===== src/rtl/draw_cmd_sequencer.sv =====
// Line-primitive sequencer: walks a start/length/direction command pixel by
// pixel and issues RGB444 framebuffer writes on the 800-pixel-pitch VGA map.
module draw_cmd_sequencer #(
  parameter int unsigned H_MIN      = 144,
  parameter int unsigned H_MAX      = 783,
  parameter int unsigned V_MIN      = 35,
  parameter int unsigned V_MAX      = 514,
  parameter int unsigned LINE_PITCH = 800,
  parameter int unsigned LEN_W      = 10
) (
  input  logic             clk,
  input  logic             rst,
  input  logic             cmd_valid,
  output logic             cmd_ready,
  input  logic [1:0]       cmd_type,
  input  logic [15:0]      cmd_x0,
  input  logic [15:0]      cmd_y0,
  input  logic [LEN_W-1:0] cmd_len,
  input  logic [2:0]       cmd_color,
  output logic             fb_we,
  output logic [18:0]      fb_addr,
  output logic [11:0]      fb_data,
  input  logic             fb_ack,
  output logic             busy,
  output logic             done
);

  typedef enum logic [1:0] {
    S_IDLE,
    S_DRAW,
    S_DONE
  } state_t;

  state_t           r_state;
  state_t           w_state_nxt;
  logic [15:0]      r_cx;
  logic [15:0]      r_cy;
  logic [LEN_W-1:0] r_len;
  logic [LEN_W-1:0] r_cnt;
  logic [1:0]       r_type;
  logic [11:0]      r_color;
  logic [18:0]      r_addr;

  logic        w_accept;
  logic        w_in_win;
  logic        w_adv;
  logic        w_last;
  logic [15:0] w_nx;
  logic [15:0] w_ny;

  function automatic logic [11:0] decode_color(input logic [2:0] c);
    case (c)
      3'd1:    return 12'hF00;
      3'd2:    return 12'h0F0;
      3'd3:    return 12'h00F;
      3'd4:    return 12'hFFF;
      default: return 12'h000;
    endcase
  endfunction

  // Full-width product, then keep the low 19 bits of the RAM address.
  function automatic logic [18:0] pix_addr(input logic [15:0] x, input logic [15:0] y);
    logic [31:0] full;
    full = 32'(y) * 32'(LINE_PITCH) + 32'(x);
    return full[18:0];
  endfunction

  assign w_accept = (r_state == S_IDLE) && cmd_valid;

  // A coordinate that wrapped through 0/65535 lands outside these bounds, so it is clipped.
  assign w_in_win = (r_cx >= 16'(H_MIN)) && (r_cx <= 16'(H_MAX)) &&
                    (r_cy >= 16'(V_MIN)) && (r_cy <= 16'(V_MAX));

  // Clipped pixels retire after one cycle; visible ones wait for the RAM port.
  assign w_adv  = (r_state == S_DRAW) && (!w_in_win || fb_ack);
  assign w_last = ({1'b0, r_cnt} + 1'b1) == {1'b0, r_len};

  always_comb begin
    // NOTE: every signal written here gets a default first, so no path leaves it unassigned and no latch is inferred.
    w_nx = r_cx + 16'd1;
    w_ny = r_cy;
    case (r_type)
      2'd1: begin
        w_nx = r_cx;
        w_ny = r_cy + 16'd1;
      end
      2'd2: begin
        w_nx = r_cx - 16'd1;
        w_ny = r_cy + 16'd1;
      end
      2'd3: begin
        w_nx = r_cx + 16'd1;
        w_ny = r_cy + 16'd1;
      end
      default: ;
    endcase
  end

  always_comb begin
    w_state_nxt = r_state;
    case (r_state)
      S_IDLE: if (cmd_valid) w_state_nxt = (cmd_len != '0) ? S_DRAW : S_DONE;
      S_DRAW: if (w_adv && w_last) w_state_nxt = S_DONE;
      S_DONE: w_state_nxt = S_IDLE;
      default: w_state_nxt = S_IDLE;
    endcase
  end

  always_ff @(posedge clk) begin
    // NOTE: sequential state uses non-blocking assignments so every register samples pre-edge values.
    if (rst) r_state <= S_IDLE;
    else     r_state <= w_state_nxt;
  end

  always_ff @(posedge clk) begin
    // NOTE: all datapath registers are cleared by reset; there is no storage array here that would need to be left unreset.
    if (rst) begin
      r_cx    <= '0;
      r_cy    <= '0;
      r_len   <= '0;
      r_cnt   <= '0;
      r_type  <= '0;
      r_color <= '0;
      r_addr  <= '0;
    end else if (w_accept) begin
      r_cx    <= cmd_x0;
      r_cy    <= cmd_y0;
      r_len   <= cmd_len;
      r_cnt   <= '0;
      r_type  <= cmd_type;
      r_color <= decode_color(cmd_color);
      if (cmd_len != '0) r_addr <= pix_addr(cmd_x0, cmd_y0);
    end else if (w_adv) begin
      r_cx  <= w_nx;
      r_cy  <= w_ny;
      r_cnt <= r_cnt + 1'b1;
      // The final advance leaves the address of the last pixel on the bus.
      if (!w_last) r_addr <= pix_addr(w_nx, w_ny);
    end
  end

  assign cmd_ready = (r_state == S_IDLE);
  assign busy      = (r_state != S_IDLE);
  assign done      = (r_state == S_DONE);
  assign fb_we     = (r_state == S_DRAW) && w_in_win;
  assign fb_addr   = r_addr;
  assign fb_data   = r_color;

endmodule


===== config.mk =====
export PLATFORM = sky130hd
export DESIGN_NAME = draw_cmd_sequencer
export DESIGN_NICKNAME = d
export VERILOG_FILES = /design/src/rtl/draw_cmd_sequencer.sv
export SDC_FILE = /design/constraint.sdc
export NUM_CORES = 1
export LEC_CHECK = 0
export BUFFER_PORTS_ARGS = -buffer_cell sky130_fd_sc_hd__buf_2
export CAP_MARGIN = 25
export CORE_UTILIZATION = 45
export DETAILED_ROUTE_END_ITERATION = 6
export PLACE_DENSITY = 0.66
export SLEW_MARGIN = 20
export SYNTH_ARGS = -nofsm -noshare
export SYNTH_HDL_FRONTEND = slang
export SYNTH_SLANG_ARGS = --single-unit

===== constraint.sdc =====
create_clock -name clk -period 9.72 [get_ports clk]
set_clock_uncertainty 0.2 [all_clocks]
set_input_delay 1.458 -clock clk [delete_from_list [all_inputs] [get_ports clk]]
set_output_delay 1.458 -clock clk [all_outputs]
set_load 0.01 [all_outputs]

==> results.yml <==
finish:
  final_cell_area_um2: 8620
  final_common_cell: "nor2_1"
  area_delta_synth_final_pct: 10.8
  layout-drive-gt1-share_pct: 12.4
  layout_common_cells: "nor2_1 (105), ha_1 (96), nand2_1 (90), buf_2 (85), a21oi_1 (84)"
  num_antenna_cells: 0
  finalNetCount: 1227
clock_tree:
  cts_hold_buf: 0
  postCtsSetupRepairBufs: 0
  cts_tree: "yes"
  h-tree-depth: 3
  cts-root-buf: "clkbuf_16"
  clock_latency_ns: 0.34
  cts_buffer_depth: 2
  clkSinkCount: 78
  cts-buffers-inserted: 9
  path_clk_slew_ns: 0.07
  cts_repair_resize_count: 0
global_routing:
  grt_pass1_vias: 6699
  met1_usage_pct: 33.7
  antenna_found_initial: 0
  grt_use_met3_pct: 2.93
  use_met2_pct: 38.9
  grt_max_degree: 69
  busiest_layer: "met2"
  globalRouteTotalUtil_pct: 24.1
  overflow: 0
  grt_pass1_wl_mm: 34.3
place:
  dpl_worst_slack_ns: 4.07
  io_buffers: 85
  postPlaceCellArea_um2: 8310
  gp_congestion: 0.915
  hpwl_mm: 16.2
floorplan:
  num_rows: 47
  coreArea_um2: 16800
  die-area_um2: 17800
  io_pins: 86
  start_util_pct: 46.4
  die_y_um: 134
  die_x_um: 134
power:
  p_sw_uw: 663
  p_int_uw: 906
  p_per_area_nw_per_um2: 182
  power_uw: 1570
  power_frac_comb_pct: 51.9
  leakagePower_uw: 0.00395
  seqPwrFrac_pct: 25.5
  sw_frac_of_total_pct: 42.3
  peakVddDrop_mv: 0.0985
  p_clk_share_pct: 22.7
synthesis:
  synth_top_family_by_area: "compound AO/OA/AOI/OAI gates"
  synthFlopType: "dfxtp_1"
  synthMuxAreaShare_pct: 0.804
  synthesis.nets: 1171
  synth-seq-cells: 78
  synth.avg_cell_area_um2: 7.74
  synth_xor_area_share_pct: 10.9
  yosys-top-cells-area: "dfxtp_1 (20%), ha_1 (15%), xnor2_1 (8.1%)"
  yosys.area.top_type: "dfxtp_1"
  synth_edf_count: 0
  synth.distinct_cells: 72
  synth_warnings: 0
  synth_top_area_share_pct: 20.1
  ys_async_sr_fraction_pct: 0
  netlist_instances: 1006
  synthAdderAreaFrac_pct: 20.1
  synth_area_um2: 7780
  synth-simple-area-share_pct: 19.3
  yosysSeqAreaShare_pct: 20.1
  synth_compound_area_share_pct: 21.8
timing:
  hold_violations: 0
  slew_viol_final: 0
  rsz0062_at_grt: "no"
  setup_slack_ns: 4.13
  setup_viol: 0
  period_share_pct: 57.5
  worstMarginPinSlew_ns: 0.829
  fmax_ghz: 0.179
  fin_tns_setup_ns: 0
  slew_headroom_pct: 44.7
  min_period_ns: 5.59
drt:
  totalWireLength_mm: 20.9
  routedWlPerCell_um: 16.2
  vias: 7233
  drc: 0
  drtAntennaViolNets: 0
  vias_per_cell: 5.62
  drt_iter0_drc: 620
  first_pass_iters: 5
setup_path:
  crit_arrival_ns: 5.65
  required_ns: 9.78
  path_class: "reg -> reg"
  worstRegToRegCells: 22
  worst_setup_path_start_kind: "flip-flop"
  path_max_fanout: 9
  cp-end-kind: "flip-flop"
run_status:
  status: "finished, final reports clean"
hold_path:
  whs_path_depth: 2
  hold_class: "reg -> reg"
flow_run:
  maxCapViolations: 0
[metrics by stage]
step	cells	hold slack (ns)	utilization (%)
5_1_grt	1287	0.271	51.4
2_1_floorplan	1006	0.246	-
4_1_cts	1287	0.255	51.4
6_report	1287	0.253	51.4
3_5_place_dp	1271	0.242	49.6
3_3_place_gp	1271	0.243	49.6
[power by group through the flow]
| stage | Clock [uW] | Sequential, uW | Combinational, uW |
|---|---|---|---|
| after floorplan | 0 | 401 | 607 |
| after global placement | 0 | 405 | 804 |
| after detailed placement | 0 | 405 | 805 |
| after CTS | 362 | 398 | 812 |
| after global routing | 373 | 405 | 911 |
| final | 356 | 400 | 814 |
[area by class of cell]
cell class	count	area [um^2]
timing repair buffer	93	485
sequential	78	1560
inverter	84	315
tap	220	275
fill	1652	8140
clock inverter	6	70.1
multi-input combinational	796	5670
clock buffer	10	239
[critical path, cell delays in order, from the launching register on]
cell      delay (ns)
dfxtp_1         0.47
ha_1            0.32
o21ai_1         0.14
xor2_2          0.42
inv_1           0.25
ha_1            0.35
ha_1            0.29
ha_1            0.32
fa_1            0.47
a21oi_1         0.17
nor2b_1         0.07
nor2_1          0.11
xnor2_1         0.11
ha_1            0.38
nand4_1         0.13
nor2_1          0.15
and2_1          0.16
a21oi_1         0.05
a311oi_1        0.30
o21ai_0         0.14
xnor2_1         0.16
nand2_1         0.09
a311oi_2        0.25
[logic make-up after synthesis]
| family | count (synthesis) |
|---|---|
| DFF | 78 |
| adders and majority gates | 114 |
| muxes | 6 |
| buffers and inverters | 132 |
| xor gates and xnor gates | 96 |
| AOI/OAI and AO/OA | 256 |
| and+or+nand+nor | 324 |
[worst paths after layout]
path	from	end	slack, ns
worst max-delay path	r_cy[0]	fb_addr[17]	4.13
worst min-delay path	fb_addr[6]	fb_addr[6]	0.25
worst max register to register	r_cy[0]	fb_addr[17]	4.13
worst min register to register	fb_addr[6]	fb_addr[6]	0.25
[registers in the layout, summed over array words and instances (netlist names)]
signal	cells
r_type	2
fb_addr	19
r_state	2
r_cnt	10
r_cx	16
fb_data	3
r_len	10
r_cy	16
[cell usage after synthesis, types with 6 or more instances]
master    count
fa_1         18
a211oi_1     16
or3_1         8
nor2_1      105
nand4_1       6
nand2b_1     14
nor3_1       28
ha_1         96
nand3_1      24
o21a_1        9
o31ai_1       6
buf_4        11
xor2_1       23
nand2_1      91
nor2b_1      15
a21oi_1      84
clkbuf_1     27
a22oi_1      17
dfxtp_1      78
and2_1        8
o21ai_1       8
a21o_1       14
inv_1        83
o21ai_0      41
xnor2_1      72
[per-layer routing]
metal	share of wire (%)	up-vias
met5	0	-
met4	2.3	0
met3	5.5	33
met2	44	218
met1	48	3355
li1	-	3627
(Power assumes the default switching activity.)
